==> config.mk <==
export PLATFORM = sky130hd
export DESIGN_NAME = cmp_code_decoder
export DESIGN_NICKNAME = d
export VERILOG_FILES = /design/src/rtl/cmp_code_decoder.sv
export SDC_FILE = /design/constraint.sdc
export NUM_CORES = 1
export LEC_CHECK = 0
export CORE_UTILIZATION = 50
export CTS_BUF_LIST = sky130_fd_sc_hd__clkbuf_16
export DETAILED_ROUTE_END_ITERATION = 7
export HOLD_SLACK_MARGIN = 0.06
export PLACE_DENSITY = 0.87
export SLEW_MARGIN = 25
export SYNTH_ARGS = -nofsm -noshare
export SYNTH_HDL_FRONTEND = slang
export SYNTH_SLANG_ARGS = --single-unit
==> constraint.sdc <==
create_clock -name clk -period 2 [get_ports clk]
set_input_delay 0.3 -clock clk [delete_from_list [all_inputs] [get_ports clk]]
set_output_delay 0.3 -clock clk [all_outputs]
set_load 0.03 [all_outputs]
==> src/rtl/cmp_code_decoder.sv <==
// Decoder for the 6-bit magnitude-comparator result code. It accepts codes over valid/ready and
// gives a registered one-hot result, saturating tallies, and a lock after repeated illegal codes.
module cmp_code_decoder #(
  parameter int CNT_W     = 8,
  parameter int ERR_LIMIT = 3
) (
  input  logic             clk,
  input  logic             rst,
  input  logic [5:0]       in_code,
  input  logic             in_valid,
  output logic             in_ready,
  output logic             out_lt,
  output logic             out_gt,
  output logic             out_eq,
  output logic             out_err,
  output logic             out_valid,
  input  logic             out_ready,
  input  logic             clr,
  output logic             locked,
  output logic [CNT_W-1:0] lt_cnt,
  output logic [CNT_W-1:0] gt_cnt,
  output logic [CNT_W-1:0] eq_cnt,
  output logic [CNT_W-1:0] err_cnt
);

  typedef enum logic {RUN = 1'b0, LOCKED = 1'b1} state_t;

  localparam logic [5:0]       CODE_LT   = 6'b010101;
  localparam logic [5:0]       CODE_GT   = 6'b011010;
  localparam logic [5:0]       CODE_EQ   = 6'b100011;
  localparam logic [3:0]       RUN_LIMIT = 4'(ERR_LIMIT);
  localparam logic [CNT_W-1:0] CNT_ONE   = CNT_W'(1);
  localparam logic [CNT_W-1:0] CNT_MAX   = '1;

  state_t     state;
  logic [3:0] err_run;
  logic [3:0] err_run_inc;
  logic       accept;
  logic       hit_lt;
  logic       hit_gt;
  logic       hit_eq;
  logic       hit_err;

  assign in_ready    = (state == RUN) && (!out_valid || out_ready);
  assign accept      = in_valid && in_ready;
  assign hit_lt      = (in_code == CODE_LT);
  assign hit_gt      = (in_code == CODE_GT);
  assign hit_eq      = (in_code == CODE_EQ);
  assign hit_err     = !(hit_lt || hit_gt || hit_eq);
  assign err_run_inc = err_run + 4'd1;
  assign locked      = (state == LOCKED);

  // A clear wins over increment, but a same-cycle accept still counts as the first hit.
  function automatic logic [CNT_W-1:0] tally_next(input logic [CNT_W-1:0] cur,
                                                  input logic hit, input logic clear);
    logic [CNT_W-1:0] nxt;
    nxt = cur;
    if (clear)
      nxt = hit ? CNT_ONE : '0;
    else if (hit && (cur != CNT_MAX))
      nxt = cur + CNT_ONE;
    return nxt;
  endfunction

  always_ff @(posedge clk or posedge rst) begin
    if (rst) begin
      out_valid <= 1'b0;
      out_lt    <= 1'b0;
      out_gt    <= 1'b0;
      out_eq    <= 1'b0;
      out_err   <= 1'b0;
    end else if (accept) begin
      out_valid <= 1'b1;
      out_lt    <= hit_lt;
      out_gt    <= hit_gt;
      out_eq    <= hit_eq;
      out_err   <= hit_err;
    end else if (out_ready) begin
      out_valid <= 1'b0;
    end
  end

  always_ff @(posedge clk or posedge rst) begin
    if (rst) begin
      lt_cnt  <= '0;
      gt_cnt  <= '0;
      eq_cnt  <= '0;
      err_cnt <= '0;
      err_run <= 4'd0;
      state   <= RUN;
    end else begin
      lt_cnt  <= tally_next(lt_cnt,  accept && hit_lt,  clr);
      gt_cnt  <= tally_next(gt_cnt,  accept && hit_gt,  clr);
      eq_cnt  <= tally_next(eq_cnt,  accept && hit_eq,  clr);
      err_cnt <= tally_next(err_cnt, accept && hit_err, clr);
      if (clr) begin
        err_run <= (accept && hit_err) ? 4'd1 : 4'd0;
        state   <= RUN;
      end else if (accept) begin
        err_run <= hit_err ? err_run_inc : 4'd0;
        // The limit cannot be reached inside a clear cycle, so locking only happens here.
        if (hit_err && (err_run_inc == RUN_LIMIT))
          state <= LOCKED;
      end
    end
  end

endmodule

==> results of run 1 <==
## cells in the mapped netlist, types with 3 or more instances
master,number
o31ai_1,6
o21ai_0,5
nor3_1,5
a21oi_1,7
nand3_1,13
ha_1,6
and4_1,4
nand3b_1,4
clkbuf_1,5
nor2_1,27
nand2b_1,7
nor2b_1,8
and3_1,7
inv_1,3
xor2_1,10
nand4_1,10
or4_1,5
mux2i_1,5
o211ai_1,6
xnor2_1,3
dfrtp_1,42
nand2_1,31
## worst max-delay path: cells and delay by family
family / cells / cell delay (ns)
AND/OR/NAND/NOR: 3 / 0.76
AO/OA/AOI/OAI: 1 / 0.21
multiplexers: 1 / 0.35
buffers and inverters: 1 / 0.51
## per-layer routing
metal  global-route usage (%)  routed length (µm)  vias to the layer above
met2                     41.1                2870                       61
met1                     28.8                2270                     1008
met4                     11.6                 117                        0
li1                         -                   -                     1005
met5                        0                   0                        -
met3                     4.65                 269                       14
## cells in the final DEF, fill, tap and decap left out, types with 5 or more instances in the layout
| master | n |
|---|---|
| clkdlybuf4s50_1 | 48 |
| dfrtp_1 | 42 |
| nand2_1 | 31 |
| nor2_1 | 27 |
| buf_4 | 14 |
| nand3_1 | 13 |
| nand4_1 | 10 |
| xor2_1 | 10 |
| nor2b_1 | 8 |
| nand2b_1 | 7 |
| a21oi_1 | 7 |
| and3_1 | 7 |
| o31ai_1 | 6 |
| o211ai_1 | 6 |
| ha_1 | 6 |
| or4_1 | 5 |
| nor3_1 | 5 |
| mux2i_1 | 5 |
| o21ai_0 | 5 |
| clkbuf_16 | 5 |
## path summary, 6_finish.rpt
check	depth (start not counted)	slack (ns)	from	to
max in group asynchronous	3	1.18	rst	eq_cnt[3]$_DFFE_PP0P_
min in group clk	1	0.48	out_gt$_DFFE_PP0P_	out_gt$_DFFE_PP0P_
worst max register to register	6	0.12	err_cnt[1]$_DFFE_PP0P_	err_cnt[0]$_DFFE_PP0P_
worst min register to register	1	0.48	out_gt$_DFFE_PP0P_	out_gt$_DFFE_PP0P_
worst min-delay path	3	0.46	rst	err_cnt[4]$_DFFE_PP0P_
worst max-delay path	6	0.04	in_code[4]	err_cnt[7]$_DFFE_PP0P_
## sequential cells by signal, indices dropped and copies added, names as in the netlist, 4 cells and up
| signal | cells |
|---|---|
| eq_cnt | 8 |
| err_cnt | 8 |
| gt_cnt | 8 |
| lt_cnt | 8 |
| err_run | 4 |
## cells by family after synthesis
logic type	after synthesis
mux	6
buf+inv	10
simple gates	134
compound gates	33
xor+xnor	13
flops	42
fa+ha+maj	6
## per-stage QoR
stage / util, % / cell area (µm²)
2_1_floorplan: - / 2280
5_1_grt: 70.3 / 3060
3_5_place_dp: 66.8 / 2910
4_1_cts: 69.9 / 3050
3_3_place_gp: 66.8 / 2910
6_report: 70.3 / 3060
## power by group
part / switching (W) / internal (W) / total, W
logic: 0.000123 / 0.0000859 / 0.000209
clock network: 0.000320 / 0.000451 / 0.000772
registers: 0.0000167 / 0.000867 / 0.000883
## final cells by class
| cell class | instances | area [µm²] | share of cell area (%) |
|---|---|---|---|
| multi-input combinational | 192 | 1200 | 39.2 |
| sequential | 42 | 1050 | 34.4 |
| timing repair buffer | 63 | 594 | 19.4 |
| clock buffer | 5 | 125 | 4.09 |
| tap | 52 | 65.1 | 2.13 |
| clock inverter | 3 | 12.5 | 0.409 |
| inverter | 3 | 11.3 | 0.368 |
## what timing repair did
action,4_1_cts,5_1_grt
endpoints found under the setup margin,1,4
gates resized for setup,1,2
hold buffers,0,0
pin swaps,0,1
==> results_dict.tcl, run 1 <==
set metrics [dict create \
    status "finished clean" \
    num_antenna_cells 0 \
    ir_worst_vdd_mv 0.679 \
    ant_nets 0 \
    area_growth_pct 34.3 \
    routed_wirelength_um 5530 \
    power_w 0.00186 \
    synth_area_per_cell_um2 9.33 \
    setup_slack_ns 0.0417 \
    netlist.area_leader.share_pct 46.2 \
    instances_no_fill 360 \
    critPathSlowestCell "clkdlybuf4s50_1" \
    skew_ns 0.00344 \
    synth_edf_count 0 \
    synthFlopType "dfrtp_1" \
    core_mm2 0.00435 \
    nNetsFinal 324 \
    synth_top_area_cell "dfrtp_1" \
    grt_pass1_wl_um 9220 \
    start_kind "input pin" \
    synth-simple-area-share_pct 31.8 \
    drive_above_1_share_pct 7.79 \
    synth_top_family_by_area "simple AND/OR/NAND/NOR gates" \
    portBuffers 49 \
    drc_errors 0 \
    die-area_mm2 0.00483 \
    timing.hold.ws_ns 0.461 \
    fin_crit_ns 1.96 \
    ys_types 40 \
    h-tree-depth 2 \
    post-place-cells 352 \
    worstPathCellList "clkdlybuf4s50_1, and4bb_4, o21ai_2, nand3_4, nor4_2, mux2_1" \
    grt_antenna_before_repair 0 \
    numCtsBuffers 5 \
    hp-class "in2async" \
    synth_top_cells_by_area "dfrtp_1, nand2_1, nor2_1, xor2_1, ha_1" \
    finalHoldViolCount 0 \
    cts_sinks 42 \
    syn_inst 244 \
    cts_tree "done" \
    grtUsageTotal_pct 24.0 \
    maxSlewViolCount 0 \
    yosys.area_share.adder_pct 3.30 \
    slew_headroom_pct 57.7 \
    die_h_um 69.5 \
    syn_area_mm2 0.00228 \
    synth_xor_xnor_area_share_pct 5.00 \
    cts.reportedPaths.clkPinSlew_ns 0.06 \
    ioPinCount 50 \
    drt-vias-per-instance 5.80 \
    critPathKind "in2reg" \
    synth_mux_area_share_pct 2.69 \
    grt_pass1_vias 2085 \
    p_leak_nw 1.30 \
    final.setup.tns_ns 0 \
    cts_setup_buffers 0 \
    synth_compound_area_share_pct 9.34 \
    drtPass1Iterations 4 \
    worst_setup_path_end_kind "flip-flop" \
    cts-root-buf "clkbuf_16" \
    clkLatencyLatePin_ns 0.28 \
    yosys_warnings 0 \
    pre_cts_ws_ns -0.237 \
    max_freq_mhz 511 \
    grt_max_degree 43 \
    drv_cap 0 \
    required_ns 2.17 \
    crit_fanout 10 \
    num_vias 2088 \
    row_count 24 \
    nFillCells 348 \
    wl_per_cell_um 15.4 \
    die_w_um 69.5 \
    pwr_density_cell_mw_per_mm2 609 \
    seq_area_frac_synth_pct 46.2 \
    worst_pin_slew_ns 0.632 \
    postSynth.asyncResetShare_pct 100 \
    max_stage_delay_ns 0.51 \
    finalCritPeriodShare_pct 97.9 \
    grt_overflow 0 \
    place.gp.congestion 0.792 \
    cts_max_path_buffers 2 \
    worstPathArrival_ns 2.12 \
    first_iter_violations 172 \
    initial_utilization_pct 52.3 \
    synth_seq_cells 42 \
    syn-num-nets 261 \
    setup_viol 0 \
    dp_hpwl_um 3640 \
]
No activity file was read; power rests on OpenSTA's default activity.
==> run 2, diff against run 1 <==
--- a/config.mk
+++ b/config.mk
@@ -5,8 +5,9 @@
 export SDC_FILE = /design/constraint.sdc
 export NUM_CORES = 1
 export LEC_CHECK = 0
+export CAP_MARGIN = 20
 export CORE_UTILIZATION = 50
-export CTS_BUF_LIST = sky130_fd_sc_hd__clkbuf_16
+export CTS_CLUSTER_DIAMETER = 80
 export DETAILED_ROUTE_END_ITERATION = 7
 export HOLD_SLACK_MARGIN = 0.06
 export PLACE_DENSITY = 0.87
==> results_dict.tcl, run 2 (synthesized netlist as in run 1, its figures left out) <==
set metrics [dict create \
    status "finished clean" \
    skew_ns 0.00382 \
    worst_pin_slew_ns 0.573 \
    ioPinCount 50 \
    setup_viol 0 \
    h-tree-depth 2 \
    first_iter_violations 112 \
    drc_errors 0 \
    multi_input_area_mm2 0.00119 \
    critPathKind "in2reg" \
    grt_pass1_wl_um 8820 \
    placedInstanceArea_mm2 0.00291 \
    area_growth_pct 32.0 \
    drv_cap 0 \
    pwr-share-comb_pct 12.5 \
    cts-root-buf "clkbuf_8" \
    final_common_cell "clkdlybuf4s50_1" \
    critPathSlowestCell "clkdlybuf4s50_1" \
    worstPathArrival_ns 2.11 \
    ir_worst_vdd_mv 0.590 \
    pre_cts_ws_ns -0.237 \
    nFillCells 356 \
    place.gp.congestion 0.792 \
    max_stage_delay_ns 0.49 \
    drive_above_1_share_pct 7.79 \
    worst_setup_path_end_kind "flip-flop" \
    cts_max_path_buffers 2 \
    cts_tree "done" \
    final_core_util_pct 69.1 \
    p_leak_nw 1.28 \
    worstPathCellList "clkdlybuf4s50_1, and4bb_4, o21ai_2, nand3_4, nor4_1, mux2_1" \
    dp_hpwl_um 3640 \
    power.switching_w 0.000428 \
    portBuffers 49 \
    clkPwrFrac_pct 34.3 \
    routed_wirelength_um 5110 \
    seq_power_share_pct 53.2 \
    cts_sinks 42 \
    regToRegStartpoint "locked$_DFFE_PP0P_" \
    die_h_um 69.5 \
    nNetsFinal 324 \
    maxSlewViolCount 0 \
    num_antenna_cells 0 \
    grtUsageTotal_pct 22.6 \
    stdcell_area_mm2 0.00301 \
    ant_nets 0 \
    p_int_w 0.00123 \
    crit_buf_inv 1 \
    p_sw_share_pct 25.8 \
    grt_overflow 0 \
    numCtsBuffers 5 \
    cts.reportedPaths.clkPinSlew_ns 0.08 \
    grt_antenna_before_repair 0 \
    hold_buffers 0 \
    mostFrequentLayoutCells "clkdlybuf4s50_1, dfrtp_1, nand2_1" \
    drtPass1Iterations 4 \
    hp-class "in2async" \
    pwr_density_cell_mw_per_mm2 551 \
    crit_family "simple AND/OR/NAND/NOR gates" \
    r2r_setup_slack_ns 0.18 \
    grt_max_degree 43 \
    start_kind "input pin" \
    wl_per_cell_um 14.2 \
    slew_headroom_pct 61.7 \
    core_mm2 0.00435 \
    finalCritPeriodShare_pct 96.5 \
    die_w_um 69.5 \
    row_count 24 \
    die-area_mm2 0.00483 \
    finalHoldViolCount 0 \
    r2r_cells 5 \
    setup_slack_ns 0.0703 \
    seq_area_mm2 0.00105 \
    crit_fanout 10 \
    rr_endpoint "err_cnt[7]$_DFFE_PP0P_" \
    final.setup.tns_ns 0 \
    fin_crit_ns 1.93 \
    drt-vias-per-instance 5.69 \
    num_vias 2047 \
    power_w 0.00166 \
    initial_utilization_pct 52.3 \
    max_freq_mhz 518 \
    clkLatencyLatePin_ns 0.29 \
    grt_pass1_vias 1992 \
    required_ns 2.18 \
]
## run 2: tightest hold or removal path, delay by kind of cell
family / cells / cell delay, ns
buf+inv: 3 / 0.89
## run 2: worst max-delay path by stage
stage,start,to,slack (ns),depth (start not counted)
3_3_place_gp,in_code[4],err_cnt[1]$_DFFE_PP0P_,-0.17,7
3_5_place_dp,in_code[4],err_cnt[1]$_DFFE_PP0P_,-0.24,7
5_1_grt,in_code[5],err_cnt[7]$_DFFE_PP0P_,-0.003,6
6_report,in_code[4],err_cnt[7]$_DFFE_PP0P_,0.07,6
4_1_cts,in_code[5],err_cnt[1]$_DFFE_PP0P_,0.08,7
2_1_floorplan,err_cnt[0]$_DFFE_PP0P_,err_cnt[6]$_DFFE_PP0P_,0.26,5
## run 2: stage by stage
stage	hold slack, ns	instances
finish	0.438	360
global route	0.514	360
CTS	0.466	360
detailed placement	0.468	352
global placement	0.477	352
floorplan	0.441	244
## run 2: layout make-up
cell class                 instances  area share (%)
tap                               52            2.16
clock buffer                       7            2.87
sequential                        42            35.0
inverter                           3           0.375
timing repair buffer              63            19.8
multi-input combinational        192            39.7
clock inverter                     1           0.166
## run 2: power groups by stage
stage / clock, W / sequential [W] / combinational [W]
floorplan: 0 / 0.000921 / 0.0000835
global placement: 0 / 0.000897 / 0.000202
detailed placement: 0 / 0.000899 / 0.000207
CTS: 0.000579 / 0.000881 / 0.000207
global route: 0.000612 / 0.000884 / 0.000225
finish: 0.000569 / 0.000881 / 0.000207
## run 2: what timing repair did
| item | 4_1_cts | 5_1_grt |
|---|---|---|
| endpoints found under the setup margin | 1 | 3 |
| buffers inserted | 0 | 0 |
| resized for setup | 1 | 1 |
| hold endpoints to repair | 0 | 0 |
## run 2: metal layers
layer	part of all wire [%]	GRT usage, %	vias up	wire [µm]
li1	-	-	1004	-
met1	45	28.7	982	2280
met2	49	37.6	55	2520
met3	4.8	4.94	6	247
met4	1.1	8.84	0	56
met5	0	0	-	0
==> run 3, diff against run 2 <==
--- a/config.mk
+++ b/config.mk
@@ -6,6 +6,8 @@
 export NUM_CORES = 1
 export LEC_CHECK = 0
 export CAP_MARGIN = 20
+export CORE_ASPECT_RATIO = 0.8
+export CORE_MARGIN = 8
 export CORE_UTILIZATION = 50
 export CTS_CLUSTER_DIAMETER = 80
 export DETAILED_ROUTE_END_ITERATION = 7
==> results_dict.tcl, run 3 (synthesized netlist as in run 1, its figures left out) <==
set metrics [dict create \
    worst_setup_path_end_kind "output pin" \
    ir_worst_vdd_mv 0.443 \
    cts_sinks 42 \
    h-tree-depth 2 \
    worstPathCellList "clkdlybuf4s50_1, nor2b_1, nor2_1, clkdlybuf4s50_1" \
    num_antenna_cells 0 \
    initial_utilization_pct 50.8 \
    cts-root-buf "clkbuf_8" \
    cts_max_path_buffers 2 \
    cts_setup_buffers 0 \
    drv_cap 0 \
    drt-vias-per-instance 5.69 \
    skew_ns 0.00940 \
    finalHoldViolCount 0 \
    grt_pass1_wl_um 9810 \
    wl_per_cell_um 15.7 \
    cts_tree "done" \
    cts_resized 0 \
    worstPathArrival_ns 1.62 \
    power_w 0.00178 \
    start_kind "input pin" \
    setup_slack_ns 0.0802 \
    num_vias 2071 \
    final_common_cell "clkdlybuf4s50_1" \
    dp_hpwl_um 4200 \
    ioPinCount 50 \
    row_count 22 \
    grtUsageTotal_pct 16.8 \
    nNetsFinal 321 \
    required_ns 1.70 \
    rsz0062_at_grt "no" \
    drtPass1Iterations 4 \
    place.gp.congestion 0.802 \
    max_stage_delay_ns 0.68 \
    crit_fanout 2 \
    hold_buffers 0 \
    die_h_um 76.4 \
    max_freq_mhz 521 \
    core_mm2 0.00449 \
    ant_nets 0 \
    die_w_um 91.5 \
    clkLatencyLatePin_ns 0.29 \
    portBuffers 49 \
    routed_wirelength_um 5700 \
    nFillCells 345 \
    critPathKind "in2out" \
    maxSlewViolCount 0 \
    area_growth_pct 33.7 \
    status "finished clean" \
    grt_overflow 0 \
    hp-class "in2async" \
    fin_crit_ns 1.92 \
    die-area_mm2 0.00698 \
    grt_pass1_vias 2072 \
    worst_pin_slew_ns 0.473 \
    path_common_cell "clkdlybuf4s50_1" \
    setup_viol 0 \
    pwr_density_cell_mw_per_mm2 585 \
    slew_headroom_pct 68.4 \
    grt_antenna_before_repair 0 \
    mostFrequentLayoutCells "clkdlybuf4s50_1, dfrtp_1, nand2_1" \
    numCtsBuffers 5 \
    critPathSlowestCell "clkdlybuf4s50_1" \
    finalCritPeriodShare_pct 96.0 \
    first_iter_violations 87 \
    cts.reportedPaths.clkPinSlew_ns 0.08 \
    grt_max_degree 38 \
    drc_errors 0 \
    pre_cts_ws_ns -0.258 \
    p_leak_nw 1.28 \
    drive_above_1_share_pct 7.24 \
]
## run 3: power by group
part | internal, W | switching [W] | leakage (nW)
combinational | 0.0000877 | 0.000122 | 0.647
sequential | 0.000865 | 0.0000163 | 0.577
clock | 0.000400 | 0.000290 | 0.0573
total | 0.00135 | 0.000428 | 1.28
## run 3: final cells by class
cell class              count  area, µm²  area share [%]
well taps                  60       75.1            2.47
clock inverters             1       30.0           0.986
inverters                   3       11.3           0.370
flip-flops and latches     42       1050            34.5
multi-input cells         192       1200            39.3
repair buffers             60        598            19.6
clock buffers               6       82.6            2.71
## run 3: critical path, delay by kind of cell
family | cells | cell delay, ns
AND/OR/NAND/NOR | 2 | 0.16
buffers and inverters | 2 | 1.16
## run 3: worst paths after layout
check                                   startpoint                     end  slack (ns)  cells past startpoint
min in group clk                out_lt$_DFFE_PP0P_      out_lt$_DFFE_PP0P_        0.50                      2
worst max register to register  locked$_DFFE_PP0P_  err_cnt[1]$_DFFE_PP0P_        0.19                      6
worst min register to register  out_lt$_DFFE_PP0P_      out_lt$_DFFE_PP0P_        0.50                      2
worst max-delay path                     out_ready                in_ready        0.08                      4
max in group asynchronous                      rst   eq_cnt[1]$_DFFE_PP0P_        1.13                      3
worst min-delay path                           rst   lt_cnt[6]$_DFFE_PP0P_        0.33                      2
## run 3: metrics by stage
stage | util [%] | hold slack, ns | cell area, µm² | instances | setup TNS (ns)
after CTS | 67.6 | 0.345 | 3030 | 364 | 0
final | 67.8 | 0.329 | 3040 | 364 | 0
after detailed placement | 65.1 | 0.479 | 2920 | 357 | -1.92
after floorplan | - | 0.441 | 2280 | 244 | 0
after global placement | 65.1 | 0.463 | 2920 | 357 | -0.908
after global routing | 67.8 | 0.362 | 3040 | 364 | 0
## run 3: metal layers
metal	track usage (%)	routed length (µm)	up-vias
met5	0	0	-
met4	7.18	114	0
met3	4.92	314	13
met2	28.8	2820	47
met1	19.0	2450	1015
li1	-	-	996
